===== config.mk =====
export PLATFORM = sky130hd
export DESIGN_NAME = floo_vc_credit_scheduler
export DESIGN_NICKNAME = d
export VERILOG_FILES = /design/src/rtl/floo_vc_credit_scheduler.sv
export SDC_FILE = /design/constraint.sdc
export NUM_CORES = 1
export LEC_CHECK = 0
export CAP_MARGIN = 20
export CORE_MARGIN = 2
export CORE_UTILIZATION = 46
export CTS_BUF_LIST = sky130_fd_sc_hd__clkbuf_4 sky130_fd_sc_hd__clkbuf_8
export CTS_CLUSTER_SIZE = 10
export DETAILED_ROUTE_END_ITERATION = 10
export PLACE_DENSITY = 0.88
export SLEW_MARGIN = 5
export SYNTH_ARGS = -nofsm -noshare
export SYNTH_HDL_FRONTEND = slang
export SYNTH_SLANG_ARGS = --single-unit

===== constraint.sdc =====
create_clock -name clk_i -period 7.4 [get_ports clk_i]
set_clock_uncertainty 0.1 [all_clocks]
set_input_delay 1.48 -clock clk_i [delete_from_list [all_inputs] [get_ports clk_i]]
set_output_delay 1.48 -clock clk_i [all_outputs]
set_load 0.1 [all_outputs]

===== src/rtl/floo_vc_credit_scheduler.sv =====
// Multi-VC link scheduler: round-robins data flits and credit returns onto one serial link.
// Define FLOO_VC_SCHED_FORCE_CREDIT_EN to enable credit-only packets once returns pile up.
module floo_vc_credit_scheduler #(
    parameter int unsigned NumVc           = 2,
    parameter int unsigned DataW           = 32,
    parameter int unsigned NumCredits      = 6,
    parameter int unsigned ForceSendThresh = NumCredits - 4,
    localparam int unsigned VcIdxW         = (NumVc > 1) ? $clog2(NumVc) : 1,
    localparam int unsigned CreditW        = $clog2(NumCredits + 1)
) (
    input  logic                       clk_i,
    input  logic                       rst_ni,
    input  logic [NumVc-1:0]           vc_valid_i,
    output logic [NumVc-1:0]           vc_ready_o,
    input  logic [NumVc*DataW-1:0]     vc_data_i,
    input  logic [NumVc-1:0]           free_i,
    input  logic                       cred_rx_valid_i,
    input  logic [VcIdxW-1:0]          cred_rx_vc_i,
    input  logic [CreditW-1:0]         cred_rx_num_i,
    output logic                       out_valid_o,
    input  logic                       out_ready_i,
    output logic [VcIdxW-1:0]          out_vc_o,
    output logic [DataW-1:0]           out_data_o,
    output logic                       out_data_valid_o,
    output logic [CreditW-1:0]         out_credits_o,
    output logic [NumVc*CreditW-1:0]   tx_credits_o
);

    if (NumVc < 2 || ForceSendThresh < 1 || ForceSendThresh > NumCredits) begin : g_param_err
        $error("floo_vc_credit_scheduler: invalid NumVc/ForceSendThresh");
    end

    logic [NumVc-1:0][DataW-1:0]   vc_data;
    logic [NumVc-1:0][CreditW-1:0] tx_cnt_q, tx_cnt_d;
    logic [NumVc-1:0][CreditW-1:0] ret_cnt_q, ret_cnt_d;
    logic [NumVc-1:0]              data_elig, cred_elig, elig;
    logic [VcIdxW-1:0]             ptr_q, ptr_d, win_idx, cand;
    logic [VcIdxW:0]               cand_sum;
    logic                          win_found, load_en, load, win_is_data;
    logic [CreditW-1:0]            inc;
    logic                          dec;
    logic [CreditW:0]              tx_sum;

    logic                          out_valid_q, out_data_valid_q;
    logic [VcIdxW-1:0]             out_vc_q;
    logic [DataW-1:0]              out_data_q;
    logic [CreditW-1:0]            out_credits_q;

    assign vc_data      = vc_data_i;
    assign tx_credits_o = tx_cnt_q;

    // Eligibility uses registered counters only, so same-cycle credits never unblock a VC.
    always_comb begin
        data_elig = '0;
        cred_elig = '0;
        for (int k = 0; k < NumVc; k++) begin
            data_elig[k] = vc_valid_i[k] && (tx_cnt_q[k] != '0);
        end
`ifdef FLOO_VC_SCHED_FORCE_CREDIT_EN
        for (int k = 0; k < NumVc; k++) begin
            cred_elig[k] = (ret_cnt_q[k] >= CreditW'(ForceSendThresh)) && !data_elig[k];
        end
`endif
        elig = data_elig | cred_elig;
    end

    // Round-robin scan starting at the pointer; data and credit-only share the ring.
    always_comb begin
        win_found = 1'b0;
        win_idx   = '0;
        cand_sum  = '0;
        cand      = '0;
        for (int i = 0; i < NumVc; i++) begin
            cand_sum = {1'b0, ptr_q} + (VcIdxW+1)'(i);
            if (cand_sum >= (VcIdxW+1)'(NumVc)) begin
                cand_sum = cand_sum - (VcIdxW+1)'(NumVc);
            end
            cand = cand_sum[VcIdxW-1:0];
            if (!win_found && elig[cand]) begin
                win_found = 1'b1;
                win_idx   = cand;
            end
        end
    end

    assign load_en     = !out_valid_q || out_ready_i;
    assign load        = load_en && win_found;
    assign win_is_data = data_elig[win_idx];

    always_comb begin
        ptr_d = ptr_q;
        if (load) begin
            ptr_d = (win_idx == VcIdxW'(NumVc - 1)) ? '0 : win_idx + VcIdxW'(1);
        end
    end

    always_comb begin
        vc_ready_o = '0;
        if (rst_ni && load && win_is_data) begin
            vc_ready_o[win_idx] = 1'b1;
        end
    end

    always_comb begin
        tx_cnt_d  = tx_cnt_q;
        ret_cnt_d = ret_cnt_q;
        inc       = '0;
        dec       = 1'b0;
        tx_sum    = '0;
        for (int k = 0; k < NumVc; k++) begin
            inc    = (cred_rx_valid_i && cred_rx_vc_i == VcIdxW'(k)) ? cred_rx_num_i : '0;
            dec    = load && win_is_data && (win_idx == VcIdxW'(k));
            tx_sum = {1'b0, tx_cnt_q[k]} + {1'b0, inc} - {{CreditW{1'b0}}, dec};
            tx_cnt_d[k] = (tx_sum > (CreditW+1)'(NumCredits)) ? CreditW'(NumCredits)
                                                               : tx_sum[CreditW-1:0];
            // A loaded packet carries the pre-load count; a concurrent free starts the next batch.
            if (load && (win_idx == VcIdxW'(k))) begin
                ret_cnt_d[k] = {{(CreditW-1){1'b0}}, free_i[k]};
            end else if (free_i[k] && (ret_cnt_q[k] != CreditW'(NumCredits))) begin
                ret_cnt_d[k] = ret_cnt_q[k] + CreditW'(1);
            end
        end
    end

    always_ff @(posedge clk_i) begin
        if (!rst_ni) begin
            tx_cnt_q         <= {NumVc{CreditW'(NumCredits)}};
            ret_cnt_q        <= '0;
            ptr_q            <= '0;
            out_valid_q      <= 1'b0;
            out_vc_q         <= '0;
            out_data_q       <= '0;
            out_data_valid_q <= 1'b0;
            out_credits_q    <= '0;
        end else begin
            tx_cnt_q  <= tx_cnt_d;
            ret_cnt_q <= ret_cnt_d;
            ptr_q     <= ptr_d;
            if (load_en) begin
                out_valid_q <= load;
                if (load) begin
                    out_vc_q         <= win_idx;
                    out_data_q       <= win_is_data ? vc_data[win_idx] : '0;
                    out_data_valid_q <= win_is_data;
                    out_credits_q    <= ret_cnt_q[win_idx];
                end
            end
        end
    end

    assign out_valid_o      = out_valid_q;
    assign out_vc_o         = out_vc_q;
    assign out_data_o       = out_data_q;
    assign out_data_valid_o = out_data_valid_q;
    assign out_credits_o    = out_credits_q;

endmodule


==> run summary, run 1 <==
Routability congestion estimate - 0.857
Antenna fix cells - 0
# rows - 27
IO Count - 122
Overflow left after global routing - 0
Fillers - 431
Vias per Instance - 5.12
Share of cells above drive strength 1 - 14.0%
Placement Cell Area - 3870 µm²
Warnings from Yosys - 0
Total die area - 6370 µm²
Worst-margin pin slew - 1.03 ns
Worst EP arrival - 3.14 ns
Post-synth ARST share - 0%
Most frequent cell after synthesis - inv_1
DRC viols - 0
Post-synth top area share - 38.6%
Core area - 5540 µm²
Dpl cells - 457
Worst-path clk slew - 0.10 ns
H-tree depth - 2
Die W - 79.8 µm
Post-DP HPWL - 5320 µm
WHS - 0.358 ns
Max frequency - 212 MHz
Clk_lat worst skew - 0.30 ns
Max Root-Sink Buffers - 2
Commonest cells post-synth - inv_1, dfxtp_1, a22oi_2, o21ai_1, ha_1
Final wirelength - 6840 µm
CP startpoint kind - input port
Layout area overhead - 50.6%
Synth Flop Type - dfxtp_1
Largest net degree at the start of global routing - 36
PD cells - 278 nW/µm²
Total GRT Usage - 21.5%
First-pass GRT wire length - 10800 µm
Worst hold path class - register to register
Syn Inst Count - 273
Nets - 486
Leak - 1.54 nW
RSZ-0062 raised after global routing - no
Clk network pwr share - 17.4%
Dpl ws - 2.67 ns
Clock sink total - 51
Switching Fraction - 47.0%
Rel. slew slack - 31.2%
Worst setup margin - 2.68 ns
DR iter-0 viols - 29
Root Driver - clkbuf_8
IO buf count - 121
Logic pwr share - 51.4%
Synth Cell Area - 2650 µm²
Vias in the first global route - 2390
Hold_buf cts - 0
Count of cell types in the netlist - 33
Multi-input logic area - 1330 µm²
Routed WL per cell - 14.7 µm
Synth area leaders - dfxtp_1, a22oi_2, inv_1, ha_1, o21ai_1
Crit share post-route - 63.9%
Non-Filler Instances - 465
Setup TNS - 0 ns
Post-route ant nets - 0
Crit path capture type - primary output
Critical path fanouts, max - 11
Initial Utilization - 47.7%
# setup viols final - 0
Status - completed
Die Y - 79.8 µm
Net Count, Synth - 367
Setup bufs post-CTS - 0
IR drop worst, VDD - 0.266 mV
CTS Buf Count - 5
Number of antenna violations at the first check in global routing - 0
Worst Path Required - 5.82 ns
Final min period - 4.72 ns
Max Transition Viols Final - 0
Seq/Total Area, Yosys - 38.6%
Final Cell Area - 3980 µm²
Largest area contributor in the netlist - dfxtp_1
Sequential group share of total power - 31.2%
Overall power - 1.11 mW
Sw power - 0.521 mW
Internal - 0.588 mW
Critical path class - input port to primary output
Post-synth EDFFs - 0
Storage element area - 1020 µm²
First-pass detailed-route iteration total - 4
Avg Cell Area, Syn - 9.69 µm²
CTS tree - yes
Max Cap Violations - 0
Util after Layout - 71.9%
FF+latch count, synth - 51
Final Hold Vio Count - 0
Resize count post-CTS - 0
Via count - 2379
==> cells in the final DEF (no fill, tap or decap), types with 2 or more instances in the layout <==
master and count:
o41ai_1 2, o31a_1 2, nand2_1 11, nand2b_1 5
fa_1 2, a21boi_0 2, o211ai_1 2, a211oi_1 5
buf_4 5, nor2b_1 2, mux2i_1 2, ha_1 16
nor2_1 6, inv_1 55, o211a_1 2, nor3_1 2
nand3_1 3, clkbuf_8 5, a22oi_1 5, o21ai_1 25
a22oi_2 29, dfxtp_1 51, clkdlybuf4s50_1 119, xor2_1 2
a2111oi_4 2, o31ai_2 2, a21o_1 2, o21ai_2 9
a2111oi_0 2, a21oi_1 10
==> cells by family (layout without fill, tap and decap cells) <==
group           after synthesis  in the layout  share of synthesized area [%]
compound gates              103            103                           34.2
fa+ha+maj                    18             18                           9.08
mux                           2              2                          0.757
simple gates                 30             30                           5.39
flops                        51             51                           38.6
xor+xnor                      2              2                          0.662
buf+inv                      67            187                           11.3
==> final timing paths <==
kind                   startpoint         endpoint  slack (ns)  depth (start not counted)
hold / removal      out_data_o[5]    out_data_o[5]        0.36                          2
hold reg to reg     out_data_o[5]    out_data_o[5]        0.36                          2
setup reg to reg  tx_credits_o[1]  tx_credits_o[3]        4.46                          9
setup / recovery           rst_ni    vc_ready_o[0]        2.68                          4
==> power by group through the flow <==
| stage | sequential [mW] | clock, mW | combinational (mW) |
|---|---|---|---|
| global placement | 0.349 | 0 | 0.558 |
| finish | 0.346 | 0.194 | 0.570 |
| detailed placement | 0.352 | 0 | 0.572 |
| global route | 0.352 | 0.210 | 0.601 |
| floorplan | 0.600 | 0 | 0.169 |
| CTS | 0.346 | 0.197 | 0.573 |
==> per-layer routing <==
layer  vias to the layer above  wire, µm  global-route usage (%)
met4                         0        83                    5.08
met3                         8       511                    6.00
met5                         -         0                       0
li1                       1184         -                       -
met1                      1096      2770                    24.3
met2                        91      3470                    39.6
==> critical path, stage by stage <==
cell	delay, ns
clkdlybuf4s50_1	0.65
inv_1	0.29
a2111oi_4	0.36
buf_4	0.36
==> final cells by class <==
cell class	instances	area share, %
Inverter	55	5.18
Timing Repair Buffer	124	30.8
Sequential cell	51	25.6
Tap cell	72	2.26
Clock inverter	3	1.10
Clock buffer	5	1.73
Multi-Input combinational cell	155	33.3
==> flip-flops by register name, indices dropped and copies added (netlist names) <==
| name | count |
|---|---|
| out_data_o | 32 |
| ret_cnt_q | 6 |
| tx_credits_o | 6 |
| out_credits_o | 3 |
| out_data_valid_o | 1 |
| out_valid_o | 1 |
| out_vc_o | 1 |
| ptr_q | 1 |
Power figures use the tool's default switching activity.
==> run 2: changes to the inputs <==
--- a/config.mk
+++ b/config.mk
@@ -7,11 +7,11 @@
 export LEC_CHECK = 0
 export CAP_MARGIN = 20
 export CORE_MARGIN = 2
-export CORE_UTILIZATION = 46
+export CORE_UTILIZATION = 43
 export CTS_BUF_LIST = sky130_fd_sc_hd__clkbuf_4 sky130_fd_sc_hd__clkbuf_8
 export CTS_CLUSTER_SIZE = 10
 export DETAILED_ROUTE_END_ITERATION = 10
-export PLACE_DENSITY = 0.88
+export PLACE_DENSITY = 0.83
 export SLEW_MARGIN = 5
 export SYNTH_ARGS = -nofsm -noshare
 export SYNTH_HDL_FRONTEND = slang
==> constraint.sdc (replaced) <==
create_clock -name clk_i -period 4.45 [get_ports clk_i]
set_clock_uncertainty 0.1 [all_clocks]
set_input_delay 0.89 -clock clk_i [delete_from_list [all_inputs] [get_ports clk_i]]
set_output_delay 0.89 -clock clk_i [all_outputs]
set_load 0.1 [all_outputs]
==> run summary, run 2 (same netlist as run 1, synthesis figures left out) <==
Critical-path top delay cell - clkdlybuf4s50_1
Rel. slew slack - 32.7%
Post-route ant nets - 0
CTS tree - yes
Status - completed
RSZ-0062 raised after global routing - no
Grt peak-use layer - met2
Max Root-Sink Buffers - 2
Crit path capture type - primary output
Most common cell after layout, fill and taps aside - clkdlybuf4s50_1
Worst path cell trace - clkdlybuf4s50_1, inv_1, a2111oi_4, buf_12
Worst-path clk slew - 0.09 ns
Dpl cells - 461
Critical path fanouts, max - 11
Die W - 82.4 µm
Initial Utilization - 44.7%
Routability congestion estimate - 0.839
PD cells - 448 nW/µm²
CTS Buf Count - 5
Leak - 1.54 nW
Number of antenna violations at the first check in global routing - 0
Hold_buf cts - 0
Worst EP arrival - 2.54 ns
GRT met3 Usage - 6.41%
Antenna fix cells - 0
Final min period - 3.53 ns
Clk_lat worst skew - 0.30 ns
IO Count - 122
Final wirelength - 6830 µm
Vias per Instance - 5.03
Fillers - 478
Post-DP HPWL - 5410 µm
Critical path class - input port to primary output
Total die area - 6790 µm²
Largest register FFs - 32
GR Layer Usage met2 - 33.1%
CP Buf/Inv Count - 3
First-pass GRT wire length - 10100 µm
DR iter-0 viols - 77
Max frequency - 284 MHz
Overflow left after global routing - 0
Die Y - 82.4 µm
H-tree depth - 2
Core area - 5920 µm²
IO buf count - 121
Met1 usage - 23.3%
CP top delay family - buffers and inverters
Routed WL per cell - 14.6 µm
Largest net degree at the start of global routing - 36
Final Hold Vio Count - 0
First-pass detailed-route iteration total - 4
DRC viols - 0
Total GRT Usage - 19.6%
# setup viols final - 0
Nets - 487
Setup TNS - 0 ns
Setup bufs post-CTS - 0
Worst-margin pin slew - 1.01 ns
Clock sink total - 51
Layout area overhead - 51.1%
Worst hold path class - register to register
# rows - 28
Largest stage delay, worst path - 0.67 ns
Max Transition Viols Final - 0
Non-Filler Instances - 469
Most frequent cells in the layout - clkdlybuf4s50_1, inv_1, dfxtp_1
Worst Path Required - 3.46 ns
Crit share post-route - 79.2%
Via count - 2357
Resize count post-CTS - 0
Root Driver - clkbuf_8
Share of cells above drive strength 1 - 14.2%
CP startpoint kind - input port
Max Cap Violations - 0
Vias in the first global route - 2186
IR drop worst, VDD - 0.305 mV
## run 2: stage by stage
step / worst slack (ns) / util (%) / instance area (µm²) / total power, mW / hold slack [ns]
2_1_floorplan: 1.26 / - / 2650 / 1.28 / 0.401
3_3_place_gp: 0.786 / 66.0 / 3910 / 1.52 / 0.342
3_5_place_dp: 0.724 / 66.0 / 3910 / 1.54 / 0.345
4_1_cts: 0.903 / 67.5 / 4000 / 1.80 / 0.362
5_1_grt: 0.790 / 67.5 / 4000 / 1.88 / 0.384
6_report: 0.924 / 67.5 / 4000 / 1.79 / 0.356
## run 2: cell type report
type | count | area (µm²) | area share (%)
clock inverter | 2 | 12.5 | 0.313
clock buffer | 6 | 76.3 | 1.91
inverter | 55 | 206 | 5.17
tap | 75 | 93.8 | 2.35
sequential | 51 | 1020 | 25.5
timing repair buffer | 125 | 1260 | 31.6
multi-input combinational | 155 | 1330 | 33.2
## run 2: worst register-to-register path, stage by stage, from the launching register on
cell and delay [ns]:
dfxtp_1 0.36, o31a_1 0.39, a211oi_1 0.53, ha_1 0.30
inv_1 0.06, ha_1 0.26, a21o_1 0.18, a21oi_1 0.17
mux2i_1 0.31, o211a_1 0.19
## run 2: where the power goes
| part | internal, mW | switching (mW) |
|---|---|---|
| Clock | 0.116 | 0.148 |
| Combinational | 0.292 | 0.659 |
| Sequential | 0.521 | 0.0536 |
## run 2: worst paths after layout
| check | startpoint | end | slack, ns | cells after the start |
|---|---|---|---|---|
| hold reg to reg | out_data_o[6] | out_data_o[6] | 0.36 | 2 |
| setup / recovery | rst_ni | vc_ready_o[0] | 0.92 | 4 |
| setup reg to reg | tx_credits_o[1] | tx_credits_o[3] | 1.55 | 9 |
| hold / removal | out_data_o[6] | out_data_o[6] | 0.36 | 2 |
## run 2: routing by layer
| metal | vias to the layer above | share of wire, % |
|---|---|---|
| met1 | 1065 | 40 |
| met5 | - | 0 |
| met3 | 9 | 10 |
| met2 | 93 | 48 |
| li1 | 1190 | - |
| met4 | 0 | 1.6 |
